### config.mk
export PLATFORM = sky130hd
export DESIGN_NAME = prog_adr_redirect_flat
export DESIGN_NICKNAME = d
export VERILOG_FILES = /design/src/rtl/prog_adr_redirect_if.sv /design/src/rtl/prog_adr_redirect.sv /design/src/flat_wrapper.sv
export SDC_FILE = /design/constraint.sdc
export NUM_CORES = 1
export LEC_CHECK = 0
export ABC_AREA = 1
export CAP_MARGIN = 20
export CORE_MARGIN = 1
export CORE_UTILIZATION = 30
export DETAILED_ROUTE_END_ITERATION = 7
export PLACE_DENSITY = 0.66
export SLEW_MARGIN = 10
export SYNTH_ARGS = -nofsm -noshare
export SYNTH_HDL_FRONTEND = slang
export SYNTH_SLANG_ARGS = --single-unit
### constraint.sdc
create_clock -name clk -period 1.3 [get_ports clk]
set_input_delay 0.13 -clock clk [delete_from_list [all_inputs] [get_ports clk]]
set_output_delay 0.13 -clock clk [all_outputs]
set_load 0.02 [all_outputs]
### src/rtl/prog_adr_redirect_if.sv
// Program-address stage bus: fetch side inputs and redirected address outputs.
// The master drives fetches and the PC; the slave returns address and status.
interface prog_adr_redirect_if #(
    parameter int ADDR_W  = 13,
    parameter int INSTR_W = 14
);
    logic               fetch_valid_i;
    logic [INSTR_W-1:0] prog_dat_i;
    logic [ADDR_W-1:0]  pc_reg;
    logic [ADDR_W-1:0]  prog_adr_o;
    logic               active_o;
    logic [2:0]         seq_idx_o;

    modport master (
        output fetch_valid_i, prog_dat_i, pc_reg,
        input  prog_adr_o, active_o, seq_idx_o
    );

    modport slave (
        input  fetch_valid_i, prog_dat_i, pc_reg,
        output prog_adr_o, active_o, seq_idx_o
    );
endinterface

### src/rtl/prog_adr_redirect.sv
// Program-address stage: pass-through PC, offset for a bounded number of
// fetches after a configured opcode sequence is observed.
module prog_adr_redirect #(
    parameter int ADDR_W       = 13,
    parameter int INSTR_W      = 14,
    parameter int OPC_W        = 4,
    parameter int SEQ_LEN      = 4,
    parameter logic [OPC_W*SEQ_LEN-1:0] PATTERN = 16'hBA98,
    parameter int PC_OFFSET    = 2,
    parameter int HOLD_FETCHES = 8,
    parameter bit TRIG_ENABLE  = 1'b1
) (
    input  logic clk,
    input  logic pon_rst_n_i,
    prog_adr_redirect_if.slave bus
);
    if (SEQ_LEN < 1 || SEQ_LEN > 8) begin : g_bad_seq_len
        $error("prog_adr_redirect: SEQ_LEN must be 1..8");
    end

    localparam int HCW = (HOLD_FETCHES < 2) ? 1 : $clog2(HOLD_FETCHES + 1);
    // Pad the pattern to eight slots so any 3-bit index selects in range.
    localparam logic [OPC_W*8-1:0] PAT_EXT = (OPC_W*8)'(PATTERN);

    typedef enum logic [1:0] {
        IDLE   = 2'd0,
        MATCH  = 2'd1,
        ACTIVE = 2'd2
    } state_e;

    state_e         state_q, state_d;
    logic [2:0]     seq_idx_q, seq_idx_d;
    logic [HCW-1:0] hold_cnt_q, hold_cnt_d;

    logic [OPC_W-1:0] opc;
    logic [OPC_W-1:0] pat_cur;
    logic [OPC_W-1:0] pat_first;

    assign opc       = bus.prog_dat_i[INSTR_W-1 -: OPC_W];
    assign pat_cur   = PAT_EXT[OPC_W*seq_idx_q +: OPC_W];
    assign pat_first = PAT_EXT[OPC_W-1:0];

    always_ff @(posedge clk or negedge pon_rst_n_i) begin
        if (!pon_rst_n_i) begin
            state_q    <= IDLE;
            seq_idx_q  <= '0;
            hold_cnt_q <= '0;
        end else begin
            state_q    <= state_d;
            seq_idx_q  <= seq_idx_d;
            hold_cnt_q <= hold_cnt_d;
        end
    end

    always_comb begin
        state_d    = state_q;
        seq_idx_d  = seq_idx_q;
        hold_cnt_d = hold_cnt_q;
        if (!TRIG_ENABLE) begin
            state_d    = IDLE;
            seq_idx_d  = '0;
            hold_cnt_d = '0;
        end else if (bus.fetch_valid_i) begin
            unique case (state_q)
                IDLE, MATCH: begin
                    if (opc == pat_cur) begin
                        if (seq_idx_q == 3'(SEQ_LEN - 1)) begin
                            state_d    = ACTIVE;
                            seq_idx_d  = '0;
                            hold_cnt_d = HCW'(HOLD_FETCHES);
                        end else begin
                            state_d   = MATCH;
                            seq_idx_d = seq_idx_q + 3'd1;
                        end
                    end else if (opc == pat_first) begin
                        // Restart on the first element only; no deeper overlap.
                        state_d   = MATCH;
                        seq_idx_d = 3'd1;
                    end else begin
                        state_d   = IDLE;
                        seq_idx_d = '0;
                    end
                end
                ACTIVE: begin
                    if (HOLD_FETCHES != 0) begin
                        if (hold_cnt_q == HCW'(1)) begin
                            state_d    = IDLE;
                            hold_cnt_d = '0;
                        end else begin
                            hold_cnt_d = hold_cnt_q - HCW'(1);
                        end
                    end
                end
                default: begin
                    state_d    = IDLE;
                    seq_idx_d  = '0;
                    hold_cnt_d = '0;
                end
            endcase
        end
    end

    always_comb begin
        bus.active_o   = (state_q == ACTIVE);
        bus.seq_idx_o  = seq_idx_q;
        bus.prog_adr_o = bus.pc_reg;
        if (state_q == ACTIVE) begin
            bus.prog_adr_o = bus.pc_reg + ADDR_W'(PC_OFFSET);
        end
    end
endmodule

### src/flat_wrapper.sv
// flat-port wrapper written by rule: the top's interface ports become plain ports
module prog_adr_redirect_flat 
#(
    parameter int ADDR_W       = 13,
    parameter int INSTR_W      = 14,
    parameter int OPC_W        = 4,
    parameter int SEQ_LEN      = 4,
    parameter logic [OPC_W*SEQ_LEN-1:0] PATTERN = 16'hBA98,
    parameter int PC_OFFSET    = 2,
    parameter int HOLD_FETCHES = 8,
    parameter bit TRIG_ENABLE  = 1'b1
)
  (clk, pon_rst_n_i, bus_fetch_valid_i, bus_prog_dat_i, bus_pc_reg, bus_prog_adr_o, bus_active_o, bus_seq_idx_o);
  prog_adr_redirect_if #(.ADDR_W(ADDR_W), .INSTR_W(INSTR_W)) bus_i ();
  input  logic clk;
  input  logic pon_rst_n_i;
  input wire logic [$bits(bus_i.fetch_valid_i)-1:0] bus_fetch_valid_i;
  input wire logic [$bits(bus_i.prog_dat_i)-1:0] bus_prog_dat_i;
  input wire logic [$bits(bus_i.pc_reg)-1:0] bus_pc_reg;
  output wire logic [$bits(bus_i.prog_adr_o)-1:0] bus_prog_adr_o;
  output wire logic [$bits(bus_i.active_o)-1:0] bus_active_o;
  output wire logic [$bits(bus_i.seq_idx_o)-1:0] bus_seq_idx_o;
  assign bus_i.fetch_valid_i = bus_fetch_valid_i;
  assign bus_i.prog_dat_i = bus_prog_dat_i;
  assign bus_i.pc_reg = bus_pc_reg;
  assign bus_prog_adr_o = bus_i.prog_adr_o;
  assign bus_active_o = bus_i.active_o;
  assign bus_seq_idx_o = bus_i.seq_idx_o;
  prog_adr_redirect #(.ADDR_W(ADDR_W), .INSTR_W(INSTR_W), .OPC_W(OPC_W), .SEQ_LEN(SEQ_LEN), .PATTERN(PATTERN), .PC_OFFSET(PC_OFFSET), .HOLD_FETCHES(HOLD_FETCHES), .TRIG_ENABLE(TRIG_ENABLE)) u_core (.clk(clk), .pon_rst_n_i(pon_rst_n_i), .bus(bus_i));
endmodule
==> run summary <==
Worst setup slack after layout = -454 ps
Antenna Cells = 0
Sequential share of power = 0.241
Leak Pwr = 0.856 nW
Dominant combinational cell family by area after synthesis = simple AND/OR/NAND/NOR gates
Post-Syn Area = 906 µm²
IR drop worst, VDD = 0.000834 V
DIE AREA = 3240 µm²
NetSw = 0.807 mW
IO Count = 47
Hold-fix buffers, CTS = 0
Vias per inst = 4.79
I/O Buffers = 34
Critical Path Slowest Stage Cell = sky130_fd_sc_hd__dfrtp_2
Multiplexer area fraction after synthesis = 0
Die X-Extent = 57.0 µm
Reported max-cap violation count = 0
Portion of the clock cycle consumed by the worst path in the final layout = 1.35
Arrival time reported for the critical path endpoint = 1620 ps
Unrepaired setup endpoints after global routing = true
Largest net degree at the start of global routing = 10
Number of clock buffers inserted by TritonCTS = 3
Maximum fanout along the worst path = 5
DRC marker count from the first detailed-route iteration = 25
Share of power burned in combinational logic = 0.636
Routed wire length = 2710 µm
Final non-filler cell total = 234
Clock-pin slew on the worst setup and hold paths = 70 ps
Number of register bits inferred by synthesis = 9
Clock share of power = 0.123
Worst path required time = 1170 ps
Capturing element type of the critical path = output pin
Cell row count = 19
Measured slew at the worst slew-check pin = 430 ps
Remaining Overflow, GRT = 0
Floorplan Core Area = 2810 µm²
Switching Share = 0.445
Post-Route Skew = 7.52 ps
Post-route worst hold slack = 160 ps
Avg Inst Size Synth = 6.66 µm²
Final HPWL DP = 2050 µm
Hold Path Class = in2async
Violated checks = DRC, setup timing
Worst stage delay on the critical path = 440 ps
Ratio of cells with drive above 1 in the final layout = 0.404
Post-synthesis share of cell area spent on and, or, nand and nor gates = 0.460
Via count = 1122
First-pass GRT wire length = 4290 µm
Area share of fa/ha/maj cells after synthesis = 0.0552
Clock buffer depth = 2
Source-to-sink clock delay at the later pin of the worst-skew pair = 270 ps
Final Max Tran Viols = 0
Total DRC errors in the routed layout = 8
Number of nets in the synthesized netlist = 170
Critical Setup Path Class = reg2out
Area growth syn-to-layout = 85.4%
H-tree depth = 1
Root buffer cell = sky130_fd_sc_hd__clkbuf_4
GR Util All Layers = 0.165
Net count, final = 238
Cells after Synth = 136
Cell count after placement = 226
Count of different cell masters after synthesis = 25
Worst setup path start = u_core.state_q[0]
Height of the die = 57.0 µm
Worst slack at placement = -749 ps
Setup-violating endpoint count in the final report = 19
RR Startpoint = u_core.bus.seq_idx_o[2]
Number of optimization iterations in the first detailed-route pass = 6
P per Cell Area = 1080 nW/µm²
Share of the yosys chip area belonging to registers = 0.249
GP Congestion = 0.859
Vias in the first global route = 1113
Final routed wire length divided by cell count = 11.6 µm
Initial antenna violation count = 0
Max Clk Rate = 0.570 GHz
Ordered list of cells on the worst path = nor2_8 > nand4_4 > buf_6 > nor3_4 > xor2_2 > buf_4
Number of warnings printed during yosys synthesis = 0
Effective utilization at floorplan = 0.323
Residual antenna-violating net count after detailed routing = 0
Final Hold Fails = 0
Critical path startpoint category = register
Relative slew slack = 0.713
Clock tree sinks = 9
Share of the core filled with cells in the final layout = 0.599
Result of the run = finished with violations
Final Critical Period = 1750 ps
Depth of the worst register-to-register path = 8
Cell internal power dissipation = 1.01 mW
Compound-gate portion of the synthesized area = 0.0414
TritonCTS clock tree = yes
Fraction of synthesized cell area in xor and xnor cells = 0.0870
[worst paths after layout]
kind | endpoint | slack, ps
max | bus_prog_adr_o[10] | -450
min | u_core.hold_cnt_q[2] | 160
max reg2reg | u_core.hold_cnt_q[2] | -180
min reg2reg | u_core.hold_cnt_q[1] | 520
max in group asynchronous | u_core.bus.seq_idx_o[0] | 810
min in group clk | bus_prog_adr_o[0] | 260
[metal layers]
| metal | GRT usage | wire [µm] | vias up |
|---|---|---|---|
| li1 | - | - | 566 |
| met3 | 0.0340 | 118 | 4 |
| met4 | 0.0488 | 38 | 0 |
| met2 | 0.324 | 1510 | 21 |
| met5 | 0 | 0 | - |
| met1 | 0.174 | 1040 | 531 |
[what timing repair did]
item	in CTS	in global routing
buffers inserted	3	2
pin swaps	3	12
resized for setup	77	27
setup endpoints to repair	21	23
[stage by stage]
| stage | cell area (µm²) | power (mW) | setup TNS, ps |
|---|---|---|---|
| floorplan | 955 | 1.05 | -624 |
| global placement | 1520 | 1.53 | -9160 |
| detailed placement | 1520 | 1.57 | -9750 |
| CTS | 1590 | 1.79 | -4110 |
| global route | 1680 | 1.96 | -6770 |
| finish | 1680 | 1.82 | -4770 |
[cell usage in the layout (no fill, tap or decap), types with 2 or more instances in the layout]
master / instances
sky130_fd_sc_hd__nand2_1: 33
sky130_fd_sc_hd__buf_4: 32
sky130_fd_sc_hd__inv_1: 18
sky130_fd_sc_hd__clkdlybuf4s50_1: 16
sky130_fd_sc_hd__nand3_1: 14
sky130_fd_sc_hd__buf_6: 10
sky130_fd_sc_hd__nor2_1: 8
sky130_fd_sc_hd__dfrtp_1: 7
sky130_fd_sc_hd__inv_2: 5
sky130_fd_sc_hd__nand2_2: 5
sky130_fd_sc_hd__nand4_1: 5
sky130_fd_sc_hd__xor2_2: 4
sky130_fd_sc_hd__dlygate4sd2_1: 4
sky130_fd_sc_hd__nor3_4: 3
sky130_fd_sc_hd__nor2_4: 3
sky130_fd_sc_hd__nand3_2: 3
sky130_fd_sc_hd__ha_1: 3
sky130_fd_sc_hd__clkbuf_4: 3
sky130_fd_sc_hd__xnor2_2: 2
sky130_fd_sc_hd__xnor2_1: 2
sky130_fd_sc_hd__o21ai_1: 2
sky130_fd_sc_hd__dfrtp_2: 2
[worst max-delay path: cells and delay by family (launching register included)]
family | cells | cell delay, ps
and+or+nand+nor | 3 | 460
DFF | 1 | 440
buffers and inverters | 2 | 320
xor gates and xnor gates | 1 | 140
[kinds of logic (layout without fill, tap and decap cells)]
group,after synthesis,count (layout)
DFF,9,9
adders and majority gates,4,4
buffers and inverters,25,92
xor gates and xnor gates,9,9
and+or+nand+nor,82,82
AOI/OAI and AO/OA,7,7
[registers in the layout, indices dropped and copies added (netlist names)]
signal                count
u_core.state_q            2
u_core.hold_cnt_q         4
u_core.bus.seq_idx_o      3
[power groups by stage]
stage                     Combinational, mW  Sequential, mW  Clock (mW)
after global routing                   1.27           0.447       0.243
after floorplan                       0.606           0.441           0
after CTS                              1.12           0.435       0.234
final                                  1.15           0.438       0.224
after global placement                 1.10           0.433           0
after detailed placement               1.13           0.440           0
[synth_stat cells (all sizes together)]
cell	n	area, µm²
a21oi	2	10.0
buf	1	7.51
clkinv	2	7.51
dfrtp	9	225
ha	4	50.1
inv	22	82.6
nand2	38	143
nand3	18	95.1
nand4	6	52.6
nor2	13	70.1
nor3	4	35.0
nor3b	1	7.51
nor4	1	6.26
o21ai	4	20.0
o21bai	1	7.51
or4	1	7.51
xnor2	4	35.0
xor2	5	43.8
[area by class of cell]
| class | count | area, µm² |
|---|---|---|
| multi-input cells | 102 | 726 |
| inverters | 24 | 90.1 |
| clock buffers | 3 | 22.5 |
| flip-flops and latches | 9 | 228 |
| clock inverters | 1 | 5.00 |
| well taps | 31 | 38.8 |
| repair buffers | 64 | 569 |
| fillers | 251 | 1130 |
No activity file was read; power rests on OpenSTA's default activity.
